## src/rtl/ahb_cmd_manager_pkg.sv

```systemverilog
// Shared AHB constants and manager state encoding used by the command manager and its bench.
package ahb_cmd_manager_pkg;

  localparam logic [1:0] TRANS_IDLE   = 2'b00;
  localparam logic [1:0] TRANS_BUSY   = 2'b01;
  localparam logic [1:0] TRANS_NONSEQ = 2'b10;
  localparam logic [1:0] TRANS_SEQ    = 2'b11;

  localparam logic RESP_OKAY  = 1'b0;
  localparam logic RESP_ERROR = 1'b1;

  typedef enum logic [2:0] {
    MGR_IDLE,
    MGR_ADDR,
    MGR_DATA,
    MGR_ERR,
    MGR_RESP
  } MgrState;

endpackage

```

## src/rtl/ahb_cmd_manager_if.sv

```systemverilog
// Command/response handshake plus AHB manager-side signals for ahb_cmd_manager.
interface ahb_cmd_manager_if #(
  parameter int unsigned AddrWidth = 32,
  parameter int unsigned DataWidth = 32
);
  logic                 cmdValid;
  logic                 cmdReady;
  logic                 cmdWrite;
  logic [AddrWidth-1:0] cmdAddr;
  logic [DataWidth-1:0] cmdWData;
  logic                 rspValid;
  logic                 rspReady;
  logic [DataWidth-1:0] rspData;
  logic                 rspError;
  logic                 rspTimeout;
  logic [AddrWidth-1:0] addr;
  logic                 write;
  logic [1:0]           trans;
  logic [DataWidth-1:0] wData;
  logic [DataWidth-1:0] rData;
  logic                 readyIn;
  logic                 resp;

  modport master (
    input  cmdValid, cmdWrite, cmdAddr, cmdWData, rspReady, rData, readyIn, resp,
    output cmdReady, rspValid, rspData, rspError, rspTimeout, addr, write, trans, wData
  );

  modport slave (
    output cmdValid, cmdWrite, cmdAddr, cmdWData, rspReady, rData, readyIn, resp,
    input  cmdReady, rspValid, rspData, rspError, rspTimeout, addr, write, trans, wData
  );
endinterface

```

## src/rtl/ahb_cmd_manager_wait_timer.sv

```systemverilog
// Saturating data-phase wait counter; expired_o flags the last permitted wait cycle.
module ahb_cmd_manager_wait_timer #(
  parameter int unsigned MaxWait = 16
) (
  input  logic clk,
  input  logic reset,
  input  logic clear_i,
  input  logic enable_i,
  output logic expired_o
);
  localparam int unsigned CntWidth = (MaxWait > 1) ? $clog2(MaxWait) : 1;
  localparam logic [CntWidth-1:0] LastCnt = CntWidth'(MaxWait - 1);

  logic [CntWidth-1:0] cnt_q, cnt_d;

  always_comb begin
    cnt_d = cnt_q;
    if (clear_i) begin
      cnt_d = '0;
    end else if (enable_i && (cnt_q != LastCnt)) begin
      cnt_d = cnt_q + 1'b1;
    end
  end

  always_ff @(posedge clk or posedge reset) begin
    if (reset) begin
      cnt_q <= '0;
    end else begin
      cnt_q <= cnt_d;
    end
  end

  assign expired_o = (cnt_q == LastCnt);
endmodule

```

## src/rtl/ahb_cmd_manager.sv

```systemverilog
// Single-outstanding AHB manager: one command becomes one NONSEQ single transfer and one response.
module ahb_cmd_manager
  import ahb_cmd_manager_pkg::*;
#(
  parameter int unsigned AddrWidth = 32,
  parameter int unsigned DataWidth = 32,
  parameter int unsigned MaxWait   = 16
) (
  input  logic              clk,
  input  logic              reset,
  ahb_cmd_manager_if.master bus
);
  MgrState              state_q;
  logic                 cmdReady_q, rspValid_q, rspError_q, rspTimeout_q;
  logic [DataWidth-1:0] rspData_q, wData_q, wLatch_q;
  logic [AddrWidth-1:0] addr_q;
  logic                 write_q;
  logic [1:0]           trans_q;

  logic timerClear, timerEnable, timerExpired;

  // Wait cycles count only while the subordinate stalls without signalling ERROR,
  // or while waiting for the second ERROR cycle.
  assign timerClear  = (state_q == MGR_ADDR);
  assign timerEnable = ((state_q == MGR_DATA) && !bus.readyIn && (bus.resp == RESP_OKAY)) ||
                       ((state_q == MGR_ERR)  && !bus.readyIn);

  ahb_cmd_manager_wait_timer #(
    .MaxWait(MaxWait)
  ) u_wait_timer (
    .clk      (clk),
    .reset    (reset),
    .clear_i  (timerClear),
    .enable_i (timerEnable),
    .expired_o(timerExpired)
  );

  always_ff @(posedge clk or posedge reset) begin
    if (reset) begin
      state_q      <= MGR_IDLE;
      cmdReady_q   <= 1'b1;
      rspValid_q   <= 1'b0;
      rspData_q    <= '0;
      rspError_q   <= 1'b0;
      rspTimeout_q <= 1'b0;
      addr_q       <= '0;
      write_q      <= 1'b0;
      trans_q      <= TRANS_IDLE;
      wData_q      <= '0;
      wLatch_q     <= '0;
    end else begin
      case (state_q)
        MGR_IDLE: begin
          trans_q <= TRANS_IDLE;
          if (bus.cmdValid && cmdReady_q) begin
            addr_q       <= bus.cmdAddr;
            write_q      <= bus.cmdWrite;
            wLatch_q     <= bus.cmdWData;
            trans_q      <= TRANS_NONSEQ;
            cmdReady_q   <= 1'b0;
            rspError_q   <= 1'b0;
            rspTimeout_q <= 1'b0;
            state_q      <= MGR_ADDR;
          end
        end
        MGR_ADDR: begin
          if (bus.readyIn) begin
            trans_q <= TRANS_IDLE;
            if (write_q) wData_q <= wLatch_q;
            state_q <= MGR_DATA;
          end
        end
        MGR_DATA: begin
          if (bus.readyIn && (bus.resp == RESP_OKAY)) begin
            rspData_q  <= write_q ? '0 : bus.rData;
            rspError_q <= 1'b0;
            rspValid_q <= 1'b1;
            state_q    <= MGR_RESP;
          end else if (!bus.readyIn && (bus.resp == RESP_ERROR)) begin
            state_q <= MGR_ERR;
          end else if (bus.readyIn) begin
            rspError_q <= 1'b1;
            rspData_q  <= '0;
            rspValid_q <= 1'b1;
            state_q    <= MGR_RESP;
          end else if (timerExpired) begin
            rspTimeout_q <= 1'b1;
            rspData_q    <= '0;
            rspValid_q   <= 1'b1;
            state_q      <= MGR_RESP;
          end
        end
        MGR_ERR: begin
          if (bus.readyIn) begin
            rspError_q <= 1'b1;
            rspData_q  <= '0;
            rspValid_q <= 1'b1;
            state_q    <= MGR_RESP;
          end else if (timerExpired) begin
            rspTimeout_q <= 1'b1;
            rspData_q    <= '0;
            rspValid_q   <= 1'b1;
            state_q      <= MGR_RESP;
          end
        end
        MGR_RESP: begin
          if (bus.rspReady) begin
            rspValid_q <= 1'b0;
            cmdReady_q <= 1'b1;
            state_q    <= MGR_IDLE;
          end
        end
        default: state_q <= MGR_IDLE;
      endcase
    end
  end

  assign bus.cmdReady   = cmdReady_q;
  assign bus.rspValid   = rspValid_q;
  assign bus.rspData    = rspData_q;
  assign bus.rspError   = rspError_q;
  assign bus.rspTimeout = rspTimeout_q;
  assign bus.addr       = addr_q;
  assign bus.write      = write_q;
  assign bus.trans      = trans_q;
  assign bus.wData      = wData_q;
endmodule

```

## src/flat_wrapper.sv

```systemverilog
// flat-port wrapper written by rule: the top's interface ports become plain ports
module ahb_cmd_manager_flat import ahb_cmd_manager_pkg::*;
#(
  parameter int unsigned AddrWidth = 32,
  parameter int unsigned DataWidth = 32,
  parameter int unsigned MaxWait   = 16
)
  (clk, reset, bus_cmdValid, bus_cmdWrite, bus_cmdAddr, bus_cmdWData, bus_rspReady, bus_rData, bus_readyIn, bus_resp, bus_cmdReady, bus_rspValid, bus_rspData, bus_rspError, bus_rspTimeout, bus_addr, bus_write, bus_trans, bus_wData);
  ahb_cmd_manager_if #(.AddrWidth(AddrWidth), .DataWidth(DataWidth)) bus_i ();
  input  logic clk;
  input  logic reset;
  input wire logic [$bits(bus_i.cmdValid)-1:0] bus_cmdValid;
  input wire logic [$bits(bus_i.cmdWrite)-1:0] bus_cmdWrite;
  input wire logic [$bits(bus_i.cmdAddr)-1:0] bus_cmdAddr;
  input wire logic [$bits(bus_i.cmdWData)-1:0] bus_cmdWData;
  input wire logic [$bits(bus_i.rspReady)-1:0] bus_rspReady;
  input wire logic [$bits(bus_i.rData)-1:0] bus_rData;
  input wire logic [$bits(bus_i.readyIn)-1:0] bus_readyIn;
  input wire logic [$bits(bus_i.resp)-1:0] bus_resp;
  output wire logic [$bits(bus_i.cmdReady)-1:0] bus_cmdReady;
  output wire logic [$bits(bus_i.rspValid)-1:0] bus_rspValid;
  output wire logic [$bits(bus_i.rspData)-1:0] bus_rspData;
  output wire logic [$bits(bus_i.rspError)-1:0] bus_rspError;
  output wire logic [$bits(bus_i.rspTimeout)-1:0] bus_rspTimeout;
  output wire logic [$bits(bus_i.addr)-1:0] bus_addr;
  output wire logic [$bits(bus_i.write)-1:0] bus_write;
  output wire logic [$bits(bus_i.trans)-1:0] bus_trans;
  output wire logic [$bits(bus_i.wData)-1:0] bus_wData;
  assign bus_i.cmdValid = bus_cmdValid;
  assign bus_i.cmdWrite = bus_cmdWrite;
  assign bus_i.cmdAddr = bus_cmdAddr;
  assign bus_i.cmdWData = bus_cmdWData;
  assign bus_i.rspReady = bus_rspReady;
  assign bus_i.rData = bus_rData;
  assign bus_i.readyIn = bus_readyIn;
  assign bus_i.resp = bus_resp;
  assign bus_cmdReady = bus_i.cmdReady;
  assign bus_rspValid = bus_i.rspValid;
  assign bus_rspData = bus_i.rspData;
  assign bus_rspError = bus_i.rspError;
  assign bus_rspTimeout = bus_i.rspTimeout;
  assign bus_addr = bus_i.addr;
  assign bus_write = bus_i.write;
  assign bus_trans = bus_i.trans;
  assign bus_wData = bus_i.wData;
  ahb_cmd_manager #(.AddrWidth(AddrWidth), .DataWidth(DataWidth), .MaxWait(MaxWait)) u_core (.clk(clk), .reset(reset), .bus(bus_i));
endmodule
```

## config.mk

```make
export PLATFORM = sky130hd
export DESIGN_NAME = ahb_cmd_manager_flat
export DESIGN_NICKNAME = d
export VERILOG_FILES = /design/src/rtl/ahb_cmd_manager_pkg.sv /design/src/rtl/ahb_cmd_manager_if.sv /design/src/rtl/ahb_cmd_manager_wait_timer.sv /design/src/rtl/ahb_cmd_manager.sv /design/src/flat_wrapper.sv
export SDC_FILE = /design/constraint.sdc
export NUM_CORES = 1
export LEC_CHECK = 0
export CAP_MARGIN = 10
export CORE_ASPECT_RATIO = 1.1
export CORE_UTILIZATION = 48
export DETAILED_ROUTE_END_ITERATION = 6
export HOLD_SLACK_MARGIN = 0.08
export PLACE_DENSITY = 0.95
export SLEW_MARGIN = 20
export SYNTH_ARGS = -nofsm -noshare
export SYNTH_HDL_FRONTEND = slang
export SYNTH_SLANG_ARGS = --single-unit
export TNS_END_PERCENT = 10
```

## constraint.sdc

```tcl
create_clock -name clk -period 10.8 [get_ports clk]
set_input_delay 2.7 -clock clk [delete_from_list [all_inputs] [get_ports clk]]
set_output_delay 2.7 -clock clk [all_outputs]
set_load 0.01 [all_outputs]
```

==> results.cfg, run 1 <==
[status]
outcome = complete, no violations

[grt]
grt_pass1_wl_mm = 21.7
grt_overflow = 0
grt_max_degree = 80
grt_antenna_before_repair = 0
grt_pass1_vias = 4185
grt_usage_pct = 23.6

[worst_setup_path]
cpPeakStageDelay_ps = 610
critical-path-slowest-cell = buf_4
cp_max_fo = 50
cp_top_family = buffers and inverters
arrival_ps = 5220
critPathRequiredTime_ps = 11090
cp-start-kind = primary input
path_class = primary input to flop
crit_buf_inv = 2
endpoint_kind = flop
cp_cell_sequence = clkdlybuf4s50_1 -> or3b_1 -> nor2_4 -> buf_4 -> mux2_2

[synthesis]
synth_largest_area_cell = dfrtp_1
netlist_area_sq_mm = 0.00553
synth_nets = 466
synthAdderAreaFrac_pct = 0.226
syn_inst = 362
synthXorXnorAreaFrac_pct = 0
yosysTopAreaCellShare_pct = 63.3
synthMuxAreaShare_pct = 19.9
avgSynthCellArea_sq_um = 15.3
yosys_warnings = 0
synth-simple-area-share_pct = 3.98
synth.area.top_cells = dfrtp_1 63%, mux2_2 19%, a32o_1 6.0%
synth_cell_type_count = 41
synth-compound-area-share_pct = 8.91
seq_area_frac_synth_pct = 63.8
synth_top_family_by_area = multiplexers
ys_seq_elements = 141

[sta]
hold_slack_ps = 498
min_period_ps = 4930
post-route-period-util_pct = 45.6
maxSlewHeadroom_pct = 28.2
skew_ps = 7.76
finalSetupTns_ps = 0
worst_pin_slew_ps = 1080
rsz0062_at_grt = no
finalSetupViolations = 0
fmax_mhz = 203
hold_violations = 0
slew_viol_final = 0

[placement]
portBuffers = 204
post-place-cells = 689
gp_congestion = 0.858
dp_hpwl_mm = 9.34

[final_layout]
final_cell_mix = 204 x clkdlybuf4s50_1, 140 x dfrtp_1, 93 x mux2_2
final_common_cell = clkdlybuf4s50_1
fin_cells = 720
drive_gt1_share_pct = 23.7
final_nets = 666
diodes = 0
syn2layout_area_growth_pct = 48.7

[cts]
clkTransAtPathRegs_ps = 60
cts_resized = 0
clockRootBuffer = clkbuf_16
ctsHtreeMaxLevel = 4
cts_sinks = 141
postCtsSetupBuffers = 0
cts_buffers = 17
cts_hold_buf = 0
clock_path_buffers = 2
cts_tree = yes
worst_skew_pair.late_latency_ps = 410

[route]
ant_nets = 0
wl_met3_mm = 1.29
met2WireLength_mm = 7.08
postRouteWirelength_mm = 13.8
drtIter0Drc = 219
remaining_drc_errors = 0
wire_per_inst_um = 19.1
viasPerCell = 5.57
vias = 4007
top_layer_used = met4
wl_met1_mm = 5.12
drt-pass1-iter-count = 5

[die]
die_x_um = 104
dieArea_sq_mm = 0.0120
fp.dieH_um = 115
boundaryPins = 206
initial_utilization_pct = 50.0
rows = 40
fp.coreArea_sq_mm = 0.0111

[run]
cap_violations = 0

[pwr]
leakagePower_nw = 3.50
power_density_mw_per_mm2 = 281
peakVddDrop_mv = 0.170

[min_path]
hold_path_class = flop to flop
## flip-flops by register name, summed over array words and instances, names as in the netlist
name	count
u_core.bus.addr	32
u_core.bus.cmdReady	1
u_core.bus.rspData	32
u_core.bus.rspError	1
u_core.bus.rspTimeout	1
u_core.bus.rspValid	1
u_core.bus.trans	1
u_core.bus.wData	32
u_core.bus.write	1
u_core.state_q	3
u_core.u_wait_timer.cnt_q	4
u_core.wLatch_q	32
## cell families (layout without fill, tap and decap cells)
kind of cell / count (synthesis) / in the layout
adder cells (fa/ha/maj): 1 / 1
other: 1 / 1
flip-flops: 141 / 141
AO/OA/AOI/OAI: 55 / 55
multiplexers: 98 / 98
AND/OR/NAND/NOR: 36 / 36
buffers and inverters: 30 / 241
## synth_stat cells
| library cell | instances |
|---|---|
| o2111ai_1 | 1 |
| nor3b_1 | 3 |
| dfstp_2 | 1 |
| nor2b_1 | 2 |
| and3_1 | 2 |
| a21oi_1 | 5 |
| ha_1 | 1 |
| o21ai_0 | 3 |
| or2_2 | 1 |
| nand2b_1 | 7 |
| buf_2 | 11 |
| nand4_1 | 2 |
| or3b_1 | 1 |
| or4_1 | 1 |
| nand3_1 | 3 |
| or3_1 | 1 |
| o21a_1 | 1 |
| mux2_1 | 4 |
| clkbuf_1 | 7 |
| o32ai_1 | 1 |
| or3b_4 | 1 |
| a41o_1 | 1 |
| conb_1 | 1 |
| inv_1 | 3 |
| mux2_2 | 93 |
| nand2_1 | 4 |
| buf_6 | 3 |
| o221a_2 | 1 |
| nor2_1 | 5 |
| o31ai_1 | 2 |
| dfrtp_1 | 140 |
| buf_4 | 6 |
| o41ai_1 | 3 |
| mux2i_1 | 1 |
| a2bb2oi_1 | 1 |
| a32o_1 | 33 |
| and2_1 | 1 |
| a211o_1 | 1 |
| or3b_2 | 1 |
| nor3b_2 | 1 |
| o311ai_0 | 2 |
## layout make-up
| class | instances | area [sq um] |
|---|---|---|
| clock buffer | 19 | 453 |
| clock inverter | 11 | 120 |
| fill | 685 | 2830 |
| inverter | 3 | 16.3 |
| multi-input combinational | 191 | 1850 |
| sequential | 141 | 3530 |
| tap | 147 | 184 |
| timing repair buffer | 208 | 2080 |
## power breakdown
group          total, W  switching, W  internal (W)
sequential     0.000911      0.000145      0.000766
combinational  0.000837      0.000311      0.000526
clock          0.000565      0.000217      0.000348
## routing by layer
layer  GRT usage [%]  vias to the layer above
li1                -                     1743
met1            26.5                     2016
met2            41.2                      219
met3            8.14                       29
met4            9.33                        0
met5               0                        -
## final timing paths
| check | from | slack (ps) | cells past startpoint | end |
|---|---|---|---|---|
| setup / recovery | bus_cmdValid | 5870 | 5 | u_core.bus.addr[12] |
| hold / removal | u_core.bus.wData[24] | 500 | 1 | u_core.bus.wData[24] |
| setup reg to reg | u_core.state_q[1] | 8010 | 4 | u_core.bus.addr[12] |
| hold reg to reg | u_core.bus.wData[24] | 500 | 1 | u_core.bus.wData[24] |
| max in group asynchronous | reset | 6780 | 3 | u_core.bus.wData[18] |
| min in group asynchronous | reset | 2760 | 2 | u_core.bus.rspData[20] |
## stage by stage
stage / total power, W / util, % / setup WS [ps] / cell area (sq um)
4_1_cts: 0.00233 / 74.3 / 5940 / 8210
2_1_floorplan: 0.00128 / - / 4320 / 5530
3_5_place_dp: 0.00175 / 69.1 / 5540 / 7640
3_3_place_gp: 0.00170 / 69.1 / 5610 / 7640
5_1_grt: 0.00243 / 74.4 / 5810 / 8230
6_report: 0.00231 / 74.4 / 5870 / 8230
Power figures use the tool's default switching activity.
==> inputs of run 2 (changes only) <==
--- a/config.mk
+++ b/config.mk
@@ -7,10 +7,10 @@
 export LEC_CHECK = 0
 export CAP_MARGIN = 10
 export CORE_ASPECT_RATIO = 1.1
-export CORE_UTILIZATION = 48
+export CORE_UTILIZATION = 44
 export DETAILED_ROUTE_END_ITERATION = 6
 export HOLD_SLACK_MARGIN = 0.08
-export PLACE_DENSITY = 0.95
+export PLACE_DENSITY = 0.89
 export SLEW_MARGIN = 20
 export SYNTH_ARGS = -nofsm -noshare
 export SYNTH_HDL_FRONTEND = slang
==> constraint.sdc (replaced) <==
create_clock -name clk -period 4.75 [get_ports clk]
set_input_delay 1.1875 -clock clk [delete_from_list [all_inputs] [get_ports clk]]
set_output_delay 1.1875 -clock clk [all_outputs]
set_load 0.01 [all_outputs]
==> results.cfg, run 2 (synthesis results as in run 1) <==
[worst_setup_path]
path_class = primary input to flop
cp_top_family = simple AND/OR/NAND/NOR gates
crit_buf_inv = 1
cpPeakStageDelay_ps = 870
cp_max_fo = 32
arrival_ps = 3260
cp-start-kind = primary input
critPathRequiredTime_ps = 5080
cp_cell_sequence = clkdlybuf4s50_1 -> nor2b_1 -> or3_1 -> a32o_1
endpoint_kind = flop
critical-path-slowest-cell = or3_1
r2r_slack_ps = 2410

[grt]
met1_usage_pct = 24.4
grt_max_degree = 101
grt_usage_pct = 20.7
use_met2_pct = 34.4
grt_overflow = 0
grt_use_met3_pct = 7.06
grt_antenna_before_repair = 0
grt_pass1_wl_mm = 20.4
grt_pass1_vias = 4040
gr-max-usage-layer = met2

[route]
drtIter0Drc = 220
viasPerCell = 5.30
ant_nets = 0
vias = 3851
wire_per_inst_um = 18.0
drt-pass1-iter-count = 4
remaining_drc_errors = 0
postRouteWirelength_mm = 13.1

[status]
outcome = complete, no violations

[final_layout]
diodes = 0
multiInputGateArea_sq_mm = 0.00185
seq_area_sq_mm = 0.00353
nFillCells = 859
final_nets = 667
syn2layout_area_growth_pct = 48.6
fin_cells = 727
drive_gt1_share_pct = 23.2
final_cell_mix = 204 x clkdlybuf4s50_1, 140 x dfrtp_1, 93 x mux2_2
final_common_cell = clkdlybuf4s50_1

[placement]
dp_hpwl_mm = 8.95
portBuffers = 204
post-place-cells = 697
gp_congestion = 0.872

[sta]
post-route-period-util_pct = 61.6
slew_viol_final = 0
min_period_ps = 2930
rsz0062_at_grt = no
hold_slack_ps = 495
finalSetupTns_ps = 0
maxSlewHeadroom_pct = 29.2
hold_violations = 0
finalSetupViolations = 0
skew_ps = 6.18
worst_pin_slew_ps = 1060
fmax_mhz = 342

[min_path]
hold_path_class = flop to flop

[cts]
clock_path_buffers = 2
cts_hold_buf = 0
worst_skew_pair.late_latency_ps = 410
cts_sinks = 141
cts_tree = yes
clockRootBuffer = clkbuf_16
clkTransAtPathRegs_ps = 60
cts_resized = 0
cts_buffers = 17
postCtsSetupBuffers = 0
ctsHtreeMaxLevel = 4

[die]
boundaryPins = 206
die_x_um = 109
rows = 42
dieArea_sq_mm = 0.0130
fp.dieH_um = 120
fp.coreArea_sq_mm = 0.0121
initial_utilization_pct = 45.6

[run]
cap_violations = 0

[pwr]
leakagePower_nw = 3.50
power_density_mw_per_mm2 = 628
peakVddDrop_mv = 0.346
-- run 2: cell types whose count changed in the layout (fill, tap and decap cells not counted) --
cell        delta
clkbuf_1       +3
clkinvlp_4     -2
clkbuf_8       -2
buf_12         +1
clkinv_4       -1
clkinv_2       +2
inv_6          -1
-- run 2: layout make-up --
class,instances,share of cell area [%]
clock buffer,20,5.31
clock inverter,9,1.20
inverter,3,0.183
multi-input combinational,191,22.5
sequential,141,42.9
tap,154,2.34
timing repair buffer,209,25.5
-- run 2: worst reg2reg max path, cell delays in order, from the launching register on --
cell and delay, ps:
dfrtp_1 650, nand2b_1 270, or3_1 840, a32o_1 450
-- run 2: metrics by stage --
stage / cell area, sq um / total power [W] / setup WS (ps) / utilization, %
global placement: 7670 / 0.00386 / 1390 / 63.2
detailed placement: 7670 / 0.00397 / 1210 / 63.2
finish: 8220 / 0.00516 / 1820 / 67.7
floorplan: 5540 / 0.00291 / 1800 / -
global route: 8220 / 0.00543 / 1690 / 67.7
CTS: 8200 / 0.00522 / 1660 / 67.6
-- run 2: path summary, 6_finish.rpt --
kind	startpoint	end	cells after the start
max	bus_resp	u_core.bus.rspData[4]	4
max reg2reg	u_core.state_q[1]	u_core.bus.rspData[4]	3
max in group asynchronous	reset	u_core.wLatch_q[1]	3
min in group asynchronous	reset	u_core.bus.addr[23]	2
min reg2reg	u_core.wLatch_q[20]	u_core.bus.wData[20]	1
min	u_core.wLatch_q[20]	u_core.bus.wData[20]	1
-- run 2: power breakdown --
group / switching (W) / internal (W) / total, W
logic: 0.000682 / 0.00120 / 0.00188
registers: 0.000317 / 0.00174 / 0.00206
clock network: 0.000463 / 0.000757 / 0.00122
total: 0.00146 / 0.00370 / 0.00516
-- run 2: per-layer routing --
layer,part of all wire (%),wire (um)
met5,0,0
met1,40,5170
met2,51,6710
met4,1.3,174
met3,7.7,1010
==> inputs of run 3 (changes only) <==
==> constraint.sdc (replaced) <==
create_clock -name clk -period 2.85 [get_ports clk]
set_input_delay 0.7125 -clock clk [delete_from_list [all_inputs] [get_ports clk]]
set_output_delay 0.7125 -clock clk [all_outputs]
set_load 0.01 [all_outputs]
==> results.cfg, run 3 (synthesis results as in run 1) <==
[status]
outcome = complete, no violations

[min_path]
hold_path_class = flop to flop
min_delay_path_depth = 1

[worst_setup_path]
arrival_ps = 1540
crit_buf_inv = 1
cpPeakStageDelay_ps = 570
cp-start-kind = flop
endpoint_kind = primary output
critical-path-slowest-cell = dfstp_2
cp_top_family = flip-flops
cp_cell_sequence = clkdlybuf4s50_1
path_class = flop to primary output
reg2reg_depth = 4
cp_num_cells = 1
cp_max_fo = 5
critPathRequiredTime_ps = 2140

[final_layout]
design_area_sq_mm = 0.00835
final_nets = 675
final_cell_mix = 204 x clkdlybuf4s50_1, 140 x dfrtp_1, 93 x mux2_2
drive_gt1_share_pct = 24.8
final_common_cell = clkdlybuf4s50_1
syn2layout_area_growth_pct = 50.8
diodes = 0

[placement]
post_dp_cell_area_sq_mm = 0.00778
dp_hpwl_mm = 9.30
gp_congestion = 0.848
portBuffers = 204
pre_cts_slack_ps = 212

[grt]
grt_pass1_wl_mm = 21.1
gr-max-usage-layer = met2
grt_usage_pct = 21.3
use_met2_pct = 35.2
met1_usage_pct = 25.6
grt_use_met3_pct = 6.63
grt_overflow = 0
grt_max_degree = 61
grt_pass1_vias = 4137
grt_antenna_before_repair = 0

[sta]
worst_pin_slew_ps = 601
fmax_mhz = 444
maxSlewHeadroom_pct = 59.8
setup_ws_ps = 597
skew_ps = 7.71
rsz0062_at_grt = no
min_period_ps = 2250
finalSetupViolations = 0
hold_violations = 0
hold_slack_ps = 490
post-route-period-util_pct = 79.0
finalSetupTns_ps = 0
slew_viol_final = 0

[die]
fp.dieH_um = 120
initial_utilization_pct = 45.6
rows = 42
fp.coreArea_sq_mm = 0.0121
dieArea_sq_mm = 0.0130
die_x_um = 109
boundaryPins = 206

[cts]
postCtsSetupBuffers = 0
clkTransAtPathRegs_ps = 60
cts_hold_buf = 0
worst_skew_pair.late_latency_ps = 410
cts_tree = yes
clockRootBuffer = clkbuf_16
cts_sinks = 141
clock_path_buffers = 2
cts_buffers = 17
cts_resized = 0
ctsHtreeMaxLevel = 4

[route]
drtIter0Drc = 222
drt-pass1-iter-count = 4
viasPerCell = 5.37
postRouteWirelength_mm = 13.3
remaining_drc_errors = 0
vias = 3964
ant_nets = 0
wire_per_inst_um = 18.0

[pwr]
power_density_mw_per_mm2 = 1040
peakVddDrop_mv = 0.570
leakagePower_nw = 3.55
finalPower_w = 0.00869

[run]
cap_violations = 0
[run 3: cell count changes in the layout (fill, tap and decap cells not counted), sizes merged]
| cell | before | now |
|---|---|---|
| clkbuf | 20 | 19 |
| clkinv | 7 | 5 |
| bufinv | 2 | 1 |
| buf | 5 | 13 |
| inv | 2 | 4 |
| clkinvlp | 1 | 6 |
[run 3: stage by stage]
stage | std cells | utilization [%]
final | 738 | 68.7
after global routing | 738 | 68.7
after CTS | 738 | 68.7
after detailed placement | 706 | 64.1
after global placement | 706 | 64.1
after floorplan | 362 | -
[run 3: power by group]
| group | internal [W] | switching (W) |
|---|---|---|
| Clock | 0.00122 | 0.000846 |
| Sequential | 0.00290 | 0.000546 |
| Combinational | 0.00202 | 0.00115 |
[run 3: path summary, 6_finish.rpt]
check / start / to / slack (ps)
min in group asynchronous: reset / u_core.bus.addr[23] / 730
min reg2reg: u_core.bus.wData[20] / u_core.bus.wData[20] / 490
max in group asynchronous: reset / u_core.bus.cmdReady / 1490
max: u_core.bus.cmdReady / bus_cmdReady / 600
min: u_core.bus.wData[20] / u_core.bus.wData[20] / 490
max reg2reg: u_core.state_q[1] / u_core.wLatch_q[3] / 740
[run 3: area by class of cell]
type | instances | area [sq um]
sequential | 141 | 3530
multi-input combinational | 191 | 1850
clock inverter | 13 | 118
inverter | 3 | 15.0
timing repair buffer | 217 | 2200
fill | 852 | 3790
tap | 154 | 193
clock buffer | 19 | 443
[run 3: layer usage]
metal / wire [um] / part of all wire (%)
met5: 0 / 0
met4: 302 / 2.3
met3: 952 / 7.2
met2: 6950 / 52
met1: 5090 / 38
